$ cat config.mk
export PLATFORM = sky130hd
export DESIGN_NAME = multi_edge_detect
export DESIGN_NICKNAME = d
export VERILOG_FILES = /design/src/rtl/multi_edge_detect.sv
export SDC_FILE = /design/constraint.sdc
export NUM_CORES = 1
export LEC_CHECK = 0
export BUFFER_PORTS_ARGS = -buffer_cell sky130_fd_sc_hd__buf_2
export CORE_MARGIN = 3
export CORE_UTILIZATION = 36
export CTS_CLUSTER_SIZE = 12
export DETAILED_ROUTE_END_ITERATION = 10
export GPL_ROUTABILITY_DRIVEN = 0
export SLEW_MARGIN = 15
export SYNTH_ARGS = -nofsm -noshare
export SYNTH_HDL_FRONTEND = slang
export SYNTH_SLANG_ARGS = --single-unit
$ cat constraint.sdc
create_clock -name clk -period 2.04 [get_ports clk]
set_input_delay 0.102 -clock clk [delete_from_list [all_inputs] [get_ports clk]]
set_output_delay 0.102 -clock clk [all_outputs]
set_load 0.05 [all_outputs]
$ cat src/rtl/multi_edge_detect.sv
// Multi-channel edge detector: synchroniser, optional glitch filter (enabled by
// MULTI_EDGE_GLITCH_FILTER_EN), mode-gated edge pulses, sticky flags and saturating counters.
module multi_edge_detect #(
    parameter int CH          = 4,
    parameter int SYNC_STAGES = 2,
    parameter int FILT_CYCLES = 4,
    parameter int CNT_W       = 8
) (
    input  logic                  clk,
    input  logic                  rst_n,
    input  logic [CH-1:0]         data_in,
    input  logic [2*CH-1:0]       mode,
    input  logic [CH-1:0]         clr,
    output logic [CH-1:0]         data_filt,
    output logic [CH-1:0]         pos_edge,
    output logic [CH-1:0]         neg_edge,
    output logic [CH-1:0]         edge_pulse,
    output logic [CH-1:0]         edge_sticky,
    output logic [CH*CNT_W-1:0]   edge_cnt,
    output logic                  any_edge
);

    localparam logic [CNT_W-1:0] CNT_MAX = {CNT_W{1'b1}};

    if (CH < 1 || SYNC_STAGES < 1 || FILT_CYCLES < 1 || CNT_W < 1) begin : g_bad_param
        $error("multi_edge_detect: all parameters must be >= 1");
    end

    logic [SYNC_STAGES-1:0][CH-1:0] sync_r;
    logic [CH-1:0]                  sync_out_s;
    logic [CH-1:0]                  filt_r;
    logic [CH-1:0]                  filt_d_r;
    logic [CH-1:0]                  sticky_r;
    logic [CH-1:0][CNT_W-1:0]       cnt_r;

    // Synchroniser shift chain; stage 0 is the only flop that sees raw inputs.
    always_ff @(posedge clk or negedge rst_n) begin
        if (!rst_n) begin
            sync_r <= '0;
        end else begin
            sync_r[0] <= data_in;
            for (int s = 1; s < SYNC_STAGES; s++) begin
                sync_r[s] <= sync_r[s-1];
            end
        end
    end

    assign sync_out_s = sync_r[SYNC_STAGES-1];

`ifdef MULTI_EDGE_GLITCH_FILTER_EN
    localparam int             FW        = $clog2(FILT_CYCLES + 1);
    localparam logic [FW-1:0]  FILT_LAST = FW'(FILT_CYCLES - 1);

    logic [CH-1:0][FW-1:0] filt_cnt_r;

    // Stability filter: a new level must persist FILT_CYCLES cycles; any return drops it.
    always_ff @(posedge clk or negedge rst_n) begin
        if (!rst_n) begin
            filt_cnt_r <= '0;
            filt_r     <= '0;
        end else begin
            for (int i = 0; i < CH; i++) begin
                if (sync_out_s[i] == filt_r[i]) begin
                    filt_cnt_r[i] <= '0;
                end else if (filt_cnt_r[i] == FILT_LAST) begin
                    filt_r[i]     <= sync_out_s[i];
                    filt_cnt_r[i] <= '0;
                end else begin
                    filt_cnt_r[i] <= filt_cnt_r[i] + FW'(1);
                end
            end
        end
    end
`else
    // Without the filter the synchronised level is simply re-registered.
    always_ff @(posedge clk or negedge rst_n) begin
        if (!rst_n) begin
            filt_r <= '0;
        end else begin
            filt_r <= sync_out_s;
        end
    end
`endif

    // Delayed filtered level, reference for edge detection.
    always_ff @(posedge clk or negedge rst_n) begin
        if (!rst_n) begin
            filt_d_r <= '0;
        end else begin
            filt_d_r <= filt_r;
        end
    end

    assign data_filt = filt_r;
    assign pos_edge  = filt_r & ~filt_d_r;
    assign neg_edge  = ~filt_r & filt_d_r;

    // Mode qualification: bit 2i enables rising, bit 2i+1 enables falling.
    always_comb begin
        edge_pulse = '0;
        for (int i = 0; i < CH; i++) begin
            edge_pulse[i] = (pos_edge[i] & mode[2*i]) | (neg_edge[i] & mode[2*i+1]);
        end
    end

    assign any_edge = |edge_pulse;

    // Sticky flags and saturating counters; a same-cycle edge beats clr.
    always_ff @(posedge clk or negedge rst_n) begin
        if (!rst_n) begin
            sticky_r <= '0;
            cnt_r    <= '0;
        end else begin
            for (int i = 0; i < CH; i++) begin
                sticky_r[i] <= edge_pulse[i] | (sticky_r[i] & ~clr[i]);
                if (clr[i]) begin
                    cnt_r[i] <= edge_pulse[i] ? CNT_W'(1) : '0;
                end else if (edge_pulse[i] && (cnt_r[i] != CNT_MAX)) begin
                    cnt_r[i] <= cnt_r[i] + CNT_W'(1);
                end else begin
                    cnt_r[i] <= cnt_r[i];
                end
            end
        end
    end

    assign edge_sticky = sticky_r;
    assign edge_cnt    = cnt_r;

endmodule

==> results.tsv <==
stage	metric	value	unit
critical_path	reg2reg setup slack	210	ps
logic_synthesis	most frequent cell after synthesis	dfrtp_1	
critical_path	reg2reg path depth	5	
critical_path	Crit Path Category	register to register	
drt	Detailed Route Iter0 Violations	51	
sta	RSZ-0062 raised after global routing	false	
cts	Root Buffer	clkbuf_8	
logic_synthesis	Gate Count Post-Synth	238	
pwr	VDD IR max	0.375	mV
pwr	Combinational Power Share	17.7	%
drt	Avg Vias per Cell	5.33	
pwr	Psw	635	uW
floorplanning	I/O pins	71	
logic_synthesis	number of synthesized flops with an enable pin	0	
global_routing	largest net degree at the start of global routing	28	
cts	CTS H-tree depth	2	
drt	DR vias	2072	
finish	Fill cells	634	
pwr	sw frac	30.0	%
cts	cts repair resizes	0	
logic_synthesis	post-synth cell types	41	
cts	CTS Buf Count	5	
run	max cap viols	0	
finish	multi-input logic area	1040	um2
pwr	cell-internal power	1480	uW
drt	Total Routed Length	5.40	mm
hold_path	WHS Path Cells	2	
status	run status	finished clean	
drt	DRC violations left	0	
finish	number of diodes	0	
global_routing	global-route wire length before repair	9.19	mm
critical_path	CP endpoint kind	register	
floorplanning	Starting Density	38.0	%
critical_path	worst r2r src	edge_cnt[16]$_DFFE_PN0P_	
logic_synthesis	Commonest cells post-synth	dfrtp_1, a21oi_1, nand3_1	
logic_synthesis	register area share after synthesis	53.1	%
logic_synthesis	Syn. warnings	0	
sta	relative slew slack	42.8	%
drt	DRT antenna net count	0	
pwr	sequential power share	52.5	%
sta	f_max	546	MHz
floorplanning	core area	6460	um2
logic_synthesis	Netlist Area Pre-Place	2450	um2
finish	fin nets	333	
finish	Final Util	46.8	%
place	IO Port Bufs	70	
sta	Final Max Slew Viols	0	
cts	TritonCTS clock tree	done	
critical_path	Crit. Startpoint	edge_cnt[16]$_DFFE_PN0P_	
sta	Slew @ Worst Pin	858	ps
hold_path	hold path start	clr[2]	
pwr	total power draw	2110	uW
cts	CTS Hold Bufs	5	
logic_synthesis	Syn Area/Cell	10.3	um2
floorplanning	DIE WIDTH	88.5	um
finish	design area	3020	um2
sta	Hold Vio Cnt, Final	0	
hold_path	Worst Hold Path EP	edge_cnt[20]$_DFFE_PN0P_	
cts	Worst-path clk slew	80	ps
place	dpl cell area	2870	um2
floorplanning	die area	7840	um2
sta	Clock Skew	3.39	ps
cts	clk buf depth	2	
cts	Setup Fix Bufs, Post-CTS	0	
global_routing	Overflow after GRT	0	
critical_path	required time of the worst setup path	2270	ps
sta	fin crit period	1830	ps
drt	DR WL/cell	13.9	um
sta	Setup TNS	0	ps
floorplanning	row cnt	29	
pwr	Pwr Density	700	nW/um2
drt	DRT Pass-1 Iters	4	
finish	synthesis-to-layout area growth	23.2	%
pwr	Clk pwr share	29.7	%
pwr	P_leak	0.00142	uW
finish	Register Area	1300	um2
sta	Final setup viols	0	
cts	Clock Sinks	52	
global_routing	gr usage total	14.7	%
sta	Final period util	89.8	%
critical_path	critical path peak fanout	13	
logic_synthesis	top_reg_cell synth	dfrtp_1	
logic_synthesis	share of the synthesized area in the top cell type	53.1	%
sta	Fin Hold WS	76.5	ps
critical_path	FF-to-FF End	edge_cnt[19]$_DFFE_PN0P_	
global_routing	antenna violations before repair	0	
critical_path	Critical Path Start Type	register	
logic_synthesis	largest cells by area after synthesis	dfrtp_1, a21oi_1, nand3_1	
logic_synthesis	Yosys reg bits	52	
global_routing	vias in the first global route	1934	
logic_synthesis	syn_nets	260	
floorplanning	die height	88.5	um
hold_path	min-delay worst type	input port to register	
cts	clock latency at the later pin of the worst-skew pair	300	ps
finish	layout cell share with drive strength beyond 1	28.5	%
place	Final HPWL DP	3.89	mm
logic_synthesis	Synth async-reset ratio	100	%
logic_synthesis	Synth area leader	dfrtp_1	
critical_path	critical path arrival	2060	ps
==> metal layers <==
layer | share of wire, % | global-route usage [%] | routed length, um | vias to the layer above
li1 | - | - | - | 1021
met1 | 48 | 20.9 | 2590 | 993
met2 | 45 | 22.7 | 2460 | 52
met3 | 5.4 | 3.26 | 293 | 6
met4 | 1.1 | 4.12 | 61 | 0
met5 | 0 | 0 | 0 | -
==> kinds of logic (layout without fill, tap and decap cells) <==
group | count (synthesis) | after routing | share of synthesized area (%)
adders and majority gates | 4 | 4 | 2.04
and+or+nand+nor | 99 | 99 | 25.0
AOI/OAI and AO/OA | 56 | 56 | 13.7
buffers and inverters | 24 | 98 | 4.95
DFF | 52 | 52 | 53.1
muxes | 3 | 3 | 1.22
==> critical path, cell delays in order (launching register included) <==
cell	delay (ps)
dfrtp_1	420
ha_1	230
nand3_1	90
o22ai_1	660
o21ai_0	210
a21oi_1	150
==> cell usage in the layout (no fill, tap or decap), drive strengths merged, types with 5 or more instances in the layout <==
master	count
buf	72
and4	5
inv	13
nand2	13
or3	6
dlygate4sd3	5
nand3	15
a21oi	22
o31ai	6
dfrtp	52
nor2b	9
o21ai	11
or4	7
nand4	5
nor3	11
nor2	10
clkbuf	8
==> flip-flops by register name (all words and copies together), names as in the netlist <==
| name | count |
|---|---|
| filt_d_r | 4 |
| edge_sticky | 4 |
| sync_r | 4 |
| sync_out_s | 4 |
| edge_cnt | 32 |
| data_filt | 4 |
==> how the worst max path moves through the flow <==
stage / endpoint / cells past startpoint / slack, ps
global route: edge_cnt[21]$_DFFE_PN0P_ / 5 / 20
finish: edge_cnt[19]$_DFFE_PN0P_ / 5 / 210
floorplan: edge_cnt[26]$_DFFE_PN0P_ / 6 / 90
global placement: edge_cnt[17]$_DFFE_PN0P_ / 5 / 320
CTS: edge_cnt[19]$_DFFE_PN0P_ / 5 / 210
detailed placement: edge_cnt[19]$_DFFE_PN0P_ / 5 / 230
==> final cells by class <==
cell class,instances,area share [%]
inverter,13,1.62
sequential,52,43.1
tap,77,3.19
timing repair buffer,77,14.2
clock buffer,8,3.31
multi-input combinational,162,34.6
==> power groups by stage <==
stage | Combinational [uW] | Clock, uW | Sequential, uW
6_report | 375 | 629 | 1110
5_1_grt | 405 | 698 | 1120
4_1_cts | 381 | 661 | 1110
3_5_place_dp | 373 | 0 | 1130
3_3_place_gp | 373 | 0 | 1130
2_1_floorplan | 159 | 0 | 1230
==> stage by stage <==
step / cells / worst slack, ps
after floorplan: 238 / 94.3
after global placement: 376 / 318
after detailed placement: 376 / 231
after CTS: 389 / 207
after global routing: 389 / 19.0
final: 389 / 208
(Power assumes the default switching activity.)
